**src/rtl/core_pkg.sv**
```systemverilog
// Core-wide shared definitions used by the branch reservation station.
// Contents: data/tag widths, branch opcode encodings, the station entry
// payload struct and a helper that spots source-less branches (B, BL).
package core_pkg;

   localparam int unsigned XLEN       = 32;
   localparam int unsigned LOG2_PREGS = 6;
   localparam int unsigned BRS_ROB_W  = 6;
   localparam int unsigned BRS_OP_W   = 12;

   localparam logic [5:0] OP_B     = 6'b100000;
   localparam logic [5:0] OP_BL    = 6'b100001;
   localparam logic [5:0] OP_CBZ   = 6'b100010;
   localparam logic [5:0] OP_CBNZ  = 6'b100011;
   localparam logic [5:0] OP_RTYPE = 6'b000000;
   localparam logic [5:0] FUNC_RET = 6'b111000;

   typedef struct packed {
      logic                  valid;
      logic [BRS_OP_W-1:0]   op;
      logic [LOG2_PREGS-1:0] dst_tag;
      logic [LOG2_PREGS-1:0] src1_tag;
      logic                  src1_rdy;
      logic [XLEN-1:0]       src1_val;
      logic [XLEN-1:0]       pc;
      logic [XLEN-1:0]       imm;
      logic [BRS_ROB_W-1:0]  rob_tag;
   } brs_entry_t;

   // Unconditional branches carry no register source.
   function automatic logic brs_no_src(input logic [5:0] opcode);
      return (opcode == OP_B) || (opcode == OP_BL);
   endfunction

endpackage

```
**src/rtl/branch_rs_age_matrix_sel.sv**
```systemverilog
// Age-matrix oldest-ready selector.
// Ports: clk, reset (async, active-high); alloc (one-hot entry written this
// edge), free (entries released this edge), valid (current valid vector),
// ready (valid && operand ready); grant (one-hot oldest ready, combinational
// from registered matrix and the ready vector).
// Row i bit j set means entry i is older than entry j.
module age_matrix_sel #(
   parameter int unsigned DEPTH = 4
) (
   input  logic             clk,
   input  logic             reset,
   input  logic [DEPTH-1:0] alloc,
   input  logic [DEPTH-1:0] free,
   input  logic [DEPTH-1:0] valid,
   input  logic [DEPTH-1:0] ready,
   output logic [DEPTH-1:0] grant
);

   logic [DEPTH-1:0] age [DEPTH];
   logic [DEPTH-1:0] blocked;

   // New entry is younger than every surviving entry and older than none.
   always_ff @(posedge clk or posedge reset) begin
      if (reset) begin
         for (int i = 0; i < DEPTH; i++) age[i] <= '0;
      end else begin
         for (int i = 0; i < DEPTH; i++) begin
            for (int j = 0; j < DEPTH; j++) begin
               if (alloc[i])
                  age[i][j] <= 1'b0;
               else if (alloc[j])
                  age[i][j] <= valid[i] & ~free[i];
               else if (free[i] | free[j])
                  age[i][j] <= 1'b0;
            end
         end
      end
   end

   // An entry wins when no other ready entry is older than it.
   always_comb begin
      blocked = '0;
      grant   = '0;
      for (int i = 0; i < DEPTH; i++) begin
         for (int j = 0; j < DEPTH; j++) begin
            blocked[i] = blocked[i] | (ready[j] & age[j][i]);
         end
      end
      for (int i = 0; i < DEPTH; i++) grant[i] = ready[i] & ~blocked[i];
   end

endmodule

```
**src/rtl/branch_rs.sv**
```systemverilog
// Branch reservation station: buffers dispatched branch ops until src1 is
// available, wakes entries from the CDB and issues the oldest ready entry
// each cycle to the branch execute unit (which never stalls).
// Ports: clk, reset (async, active-high); disp_* dispatch request/payload,
// disp_ready (free entry exists); cdb_* result broadcast; flush (sync kill of
// all entries); issue_* issued entry, all zero when issue_valid=0.
// Optional build macro BRS_OCC_EN adds the registered occupancy output.
module branch_rs #(
   parameter int unsigned DEPTH  = 4,
   parameter int unsigned XLEN   = core_pkg::XLEN,
   parameter int unsigned PHYS_W = core_pkg::LOG2_PREGS,
   parameter int unsigned ROB_W  = 6,
   parameter int unsigned OP_W   = 12
) (
   input  logic              clk,
   input  logic              reset,
   input  logic              disp_valid,
   output logic              disp_ready,
   input  logic [OP_W-1:0]   disp_op,
   input  logic [PHYS_W-1:0] disp_dst_tag,
   input  logic [PHYS_W-1:0] disp_src1_tag,
   input  logic              disp_src1_rdy,
   input  logic [XLEN-1:0]   disp_src1_val,
   input  logic [XLEN-1:0]   disp_pc,
   input  logic [XLEN-1:0]   disp_imm,
   input  logic [ROB_W-1:0]  disp_rob_tag,
   input  logic              cdb_valid,
   input  logic [PHYS_W-1:0] cdb_tag,
   input  logic [XLEN-1:0]   cdb_value,
   input  logic              flush,
   output logic              issue_valid,
   output logic [OP_W-1:0]   issue_op,
   output logic [PHYS_W-1:0] issue_dst_tag,
   output logic [XLEN-1:0]   issue_src1_val,
   output logic [XLEN-1:0]   issue_pc,
   output logic [XLEN-1:0]   issue_imm,
   output logic [ROB_W-1:0]  issue_rob_tag
`ifdef BRS_OCC_EN
   ,
   output logic [$clog2(DEPTH+1)-1:0] occupancy
`endif
);

   localparam int unsigned E_XLEN = core_pkg::XLEN;
   localparam int unsigned E_PHYS = core_pkg::LOG2_PREGS;
   localparam int unsigned E_ROB  = core_pkg::BRS_ROB_W;
   localparam int unsigned E_OP   = core_pkg::BRS_OP_W;

   core_pkg::brs_entry_t ent [DEPTH];
   core_pkg::brs_entry_t new_ent;

   logic [DEPTH-1:0] valid_vec;
   logic [DEPTH-1:0] ready_vec;
   logic [DEPTH-1:0] alloc;
   logic [DEPTH-1:0] free;
   logic [DEPTH-1:0] grant;
   logic             full;
   logic             accept;
   logic             found;
   logic             disp_hit;

   always_comb begin
      for (int i = 0; i < DEPTH; i++) begin
         valid_vec[i] = ent[i].valid;
         ready_vec[i] = ent[i].valid & ent[i].src1_rdy;
      end
   end

`ifdef BRS_OCC_EN
   localparam int unsigned OCC_W = $clog2(DEPTH+1);

   always_ff @(posedge clk or posedge reset) begin
      if (reset)
         occupancy <= '0;
      else if (flush)
         occupancy <= '0;
      else
         occupancy <= occupancy + OCC_W'(accept) - OCC_W'(|grant);
   end

   assign full = (occupancy == OCC_W'(DEPTH));
`else
   assign full = &valid_vec;
`endif

   // Readiness uses registered state only; an issue this cycle does not open a slot.
   assign disp_ready = ~full;
   assign accept     = disp_valid & ~full & ~flush;
   assign free       = flush ? valid_vec : grant;

   // Lowest-index free entry receives the dispatch.
   always_comb begin
      alloc = '0;
      found = 1'b0;
      for (int i = 0; i < DEPTH; i++) begin
         if (!valid_vec[i] && !found) begin
            alloc[i] = accept;
            found    = 1'b1;
         end
      end
   end

   // Dispatch payload, including source-less forcing and same-cycle CDB capture.
   assign disp_hit = cdb_valid && (cdb_tag == disp_src1_tag);

   always_comb begin
      new_ent          = '0;
      new_ent.valid    = 1'b1;
      new_ent.op       = E_OP'(disp_op);
      new_ent.dst_tag  = E_PHYS'(disp_dst_tag);
      new_ent.src1_tag = E_PHYS'(disp_src1_tag);
      new_ent.pc       = E_XLEN'(disp_pc);
      new_ent.imm      = E_XLEN'(disp_imm);
      new_ent.rob_tag  = E_ROB'(disp_rob_tag);
      new_ent.src1_val = E_XLEN'(disp_src1_val);
      new_ent.src1_rdy = disp_src1_rdy |
                         core_pkg::brs_no_src(disp_op[OP_W-1 -: 6]);
      if (!new_ent.src1_rdy && disp_hit) begin
         new_ent.src1_rdy = 1'b1;
         new_ent.src1_val = E_XLEN'(cdb_value);
      end
   end

   // Entry storage: allocate, free on issue, CDB wakeup.
   always_ff @(posedge clk or posedge reset) begin
      if (reset) begin
         for (int i = 0; i < DEPTH; i++) ent[i] <= '0;
      end else if (flush) begin
         for (int i = 0; i < DEPTH; i++) ent[i].valid <= 1'b0;
      end else begin
         for (int i = 0; i < DEPTH; i++) begin
            if (alloc[i]) begin
               ent[i] <= new_ent;
            end else begin
               if (grant[i]) ent[i].valid <= 1'b0;
               if (ent[i].valid && !ent[i].src1_rdy && cdb_valid &&
                   (PHYS_W'(ent[i].src1_tag) == cdb_tag)) begin
                  ent[i].src1_rdy <= 1'b1;
                  ent[i].src1_val <= E_XLEN'(cdb_value);
               end
            end
         end
      end
   end

   age_matrix_sel #(.DEPTH(DEPTH)) u_sel (
      .clk   (clk),
      .reset (reset),
      .alloc (alloc),
      .free  (free),
      .valid (valid_vec),
      .ready (ready_vec),
      .grant (grant)
   );

   // Issue mux; grant is one-hot so at most one entry drives the outputs.
   always_comb begin
      issue_valid    = |grant;
      issue_op       = '0;
      issue_dst_tag  = '0;
      issue_src1_val = '0;
      issue_pc       = '0;
      issue_imm      = '0;
      issue_rob_tag  = '0;
      for (int i = 0; i < DEPTH; i++) begin
         if (grant[i]) begin
            issue_op       = OP_W'(ent[i].op);
            issue_dst_tag  = PHYS_W'(ent[i].dst_tag);
            issue_src1_val = XLEN'(ent[i].src1_val);
            issue_pc       = XLEN'(ent[i].pc);
            issue_imm      = XLEN'(ent[i].imm);
            issue_rob_tag  = ROB_W'(ent[i].rob_tag);
         end
      end
   end

endmodule

```
**config.mk**
```make
export PLATFORM = sky130hd
export DESIGN_NAME = branch_rs
export DESIGN_NICKNAME = d
export VERILOG_FILES = /design/src/rtl/core_pkg.sv /design/src/rtl/branch_rs_age_matrix_sel.sv /design/src/rtl/branch_rs.sv
export SDC_FILE = /design/constraint.sdc
export NUM_CORES = 2
export LEC_CHECK = 0
export ABC_AREA = 1
export CORE_MARGIN = 3
export CORE_UTILIZATION = 55
export CTS_BUF_LIST = sky130_fd_sc_hd__clkbuf_8
export CTS_CLUSTER_DIAMETER = 200
export DETAILED_ROUTE_END_ITERATION = 8
export PLACE_DENSITY_LB_ADDON = 0.15
export SLEW_MARGIN = 5
export SYNTH_ARGS = -nofsm -noshare
export SYNTH_HDL_FRONTEND = slang
export SYNTH_HIERARCHICAL = 1
export SYNTH_SLANG_ARGS = --single-unit
```
**constraint.sdc**
```tcl
create_clock -name clk -period 44.5 [get_ports clk]
set_input_delay 8.9 -clock clk [delete_from_list [all_inputs] [get_ports clk]]
set_output_delay 8.9 -clock clk [all_outputs]
set_load 0.005 [all_outputs]
```
==> reports/results.ini <==
[status]
status=complete, no violations

[synth]
synthCells=3467
yosysSeqAreaShare=0.507
netlist_area_mm2=0.0259
synth-seq-cells=524
yosys_warnings=6
synth_top_cell_area_share=0.507
avgSynthCellArea_um2=7.46
synth.area.top_cells=dfrtp_1 (51%), nand2_1 (19%), o21ai_0 (13%)
yosys.area.top_type=dfrtp_1
synth_fp_nets=3637
synth_cell_types=27

[route]
routed_via_density=5.70
ant_nets=0
highest_layer=met5
wl_met3_um=7090
routed_wirelength_um=78500
vias=24500
dr.pass1.iters=6
drc_errors=0
met1Wirelength_um=32400
met2_length_um=36000
drt-initial-drc-count=2853
wl_per_cell_um=18.2

[clocking]
ctsHoldBuffers=0
clk_path_buf_depth=3
path_clk_slew_ps=60
cts_root_buf=clkbuf_8
cts_tree=built
post_cts_buffers=0
clock_latency_ps=660
ctsHtreeMaxLevel=3
cts_buffers=88
cts_sinks=524
postCtsResizedCells=0

[sta]
fmax_mhz=72.4
slew_headroom=0.151
final-setup-viol-count=0
fin_ws_ps=30690
post-route-period-util=0.310
skew_ps=17.4
finalCriticalPeriod_ps=13810
hold_violations=0
whs_ps=474
fin_tns_setup_ps=0
worst_slew_pin_slew_ps=1270
rsz0062_at_grt=no
slew_violations=0

[critical_path]
path_max_fanout=87
r2r_cells=9
critPathKind=reg -> out
critPathLaunchType=flip-flop
slowest_delay_ps=1040
crit_required_ps=35600
crit_buf_inv=3
critical_path_arrival_ps=4910
crit_top_cell=nand2_1
worstPathCellList=nand2_1, inv_1, nand2_1, nand2_1, nor2_4, nor2_4, buf_4, nand2_1, nand2_1, o21ai_0, o21ai_0, clkdlybuf4s50_1
cp.depth=12
end_kind=output port
slowest_stage=buf_4
path_delay_family=buffers and inverters

[placement]
port_buffers=291
placed_area_mm2=0.0288
hpwl_um=44700
gp_congestion=0.911
place_ws_ps=31460

[die]
rows=78
ios=292
core_area_mm2=0.0460
initial_core_util=0.563
die_h_um=223
floorplan.die_area_mm2=0.0497
die_w_um=223

[cells_and_area]
drive_above_1_share=0.0524
fillers=3888
final_area_mm2=0.0306
area_growth_pct=18.1
final_net_count=3812

[pwr]
switching_share=0.296
power_frac_seq=0.485
power_density_mw_per_mm2=42.0
static-leakage-power_nw=15.3
p_switching_mw=0.379
peakVddDrop_uv=25.5
p_comb_frac=0.182
clkPwrFrac=0.334
p_int_mw=0.904
p_total_mw=1.28

[hold_path]
hold-path-cell-count=2
min_path_type=reg -> reg

[grt]
track_usage=0.310
grt_overflow=0
antenna_found_initial=3
grt_pass1_wl_um=126000
grt_max_degree=192
grt_pass1_vias=24000

[flow_run]
drv_cap=0

layout make-up:
type,count,area [um^2],area share
well taps,600,751,0.0246
clock inverters,39,201,0.00659
clock buffers,113,1560,0.0509
repair buffers,319,3140,0.103
multi-input cells,2445,10800,0.354
diodes,1,2.50,0.0000819
flip-flops and latches,524,13100,0.429
inverters,264,1000,0.0327
metrics by stage:
step | cells | utilization
6_report | 4305 | 0.665
2_1_floorplan | 3467 | -
4_1_cts | 4304 | 0.665
3_3_place_gp | 4152 | 0.627
3_5_place_dp | 4152 | 0.627
5_1_grt | 4305 | 0.665
power groups by stage:
stage               clock network [mW]  registers [mW]  logic, mW
floorplan                            0           0.616      0.143
global placement                     0           0.623      0.224
detailed placement                   0           0.628      0.232
CTS                              0.436           0.621      0.234
global route                     0.458           0.633      0.266
finish                           0.428           0.622      0.233
flip-flops by register name, indices dropped and copies added, names as in the netlist:
register,flops
ent,512
u_sel/age,12
cells by family (layout without fill, tap and decap cells):
group / Yosys count / count (layout) / synth area share
compound gates: 803 / 803 / 0.156
xor+xnor: 15 / 15 / 0.00508
buf+inv: 498 / 735 / 0.0781
flops: 524 / 524 / 0.507
other cells: 0 / 1 / 0
simple gates: 1627 / 1627 / 0.254
worst register-to-register path, cell delays in order, from the launching register on:
cell      delay (ps)
dfrtp_1          460
nand2_1          150
nor2_4           180
a21boi_4         130
nand3_4          310
buf_4            800
buf_4           1040
o21ai_0          320
nand2_1          130
nand2_1           60
synthesized netlist by cell type:
cell         n
o22ai_1      5
inv_1      253
buf_6        2
nand3_1    230
buf_4        4
nand2_2      2
buf_1        6
nand4_1     33
xor2_1       4
inv_2        8
clkbuf_1   125
o21ai_0    673
xnor2_1     11
nand3_2      5
or2_2        1
nor3_4       1
nor3_2       1
nand2_1   1288
dfrtp_1    524
a21oi_1    124
nor3_1       2
nor2_2       5
buf_2       97
a21boi_4     1
clkinv_1     3
nor2_1      56
nor2_4       3
layout by cell type, fill, tap and decap left out, drive strengths merged:
cell type      instances
inv                  283
xor2                   4
o21ai                673
a21boi                 1
xnor2                 11
nand3                235
nor3                   4
or2                    1
nand4                 33
clkdlybuf4s50        291
clkinvlp               2
dfrtp                524
o22ai                  5
nand2               1290
nor2                  64
a21oi                124
clkbuf               113
clkinv                17
buf                   28
diode                  1
bufinv                 1
metal layers:
layer,up-vias,track usage
li1,11500,-
met2,1269,0.490
met5,-,0
met4,4,0.130
met1,11500,0.420
met3,236,0.0661
path summary, 6_finish.rpt:
check	startpoint	endpoint	slack (ps)
min in group asynchronous	reset	u_sel/age[5]	8730
max reg2reg	ent[383]	ent[97]	40810
min reg2reg	ent[216]	ent[216]	470
min	ent[216]	ent[216]	470
max	ent[127]	issue_imm[26]	30690
max in group asynchronous	reset	ent[95]	33500
Note: power is estimated with default switching activity, not from simulation.
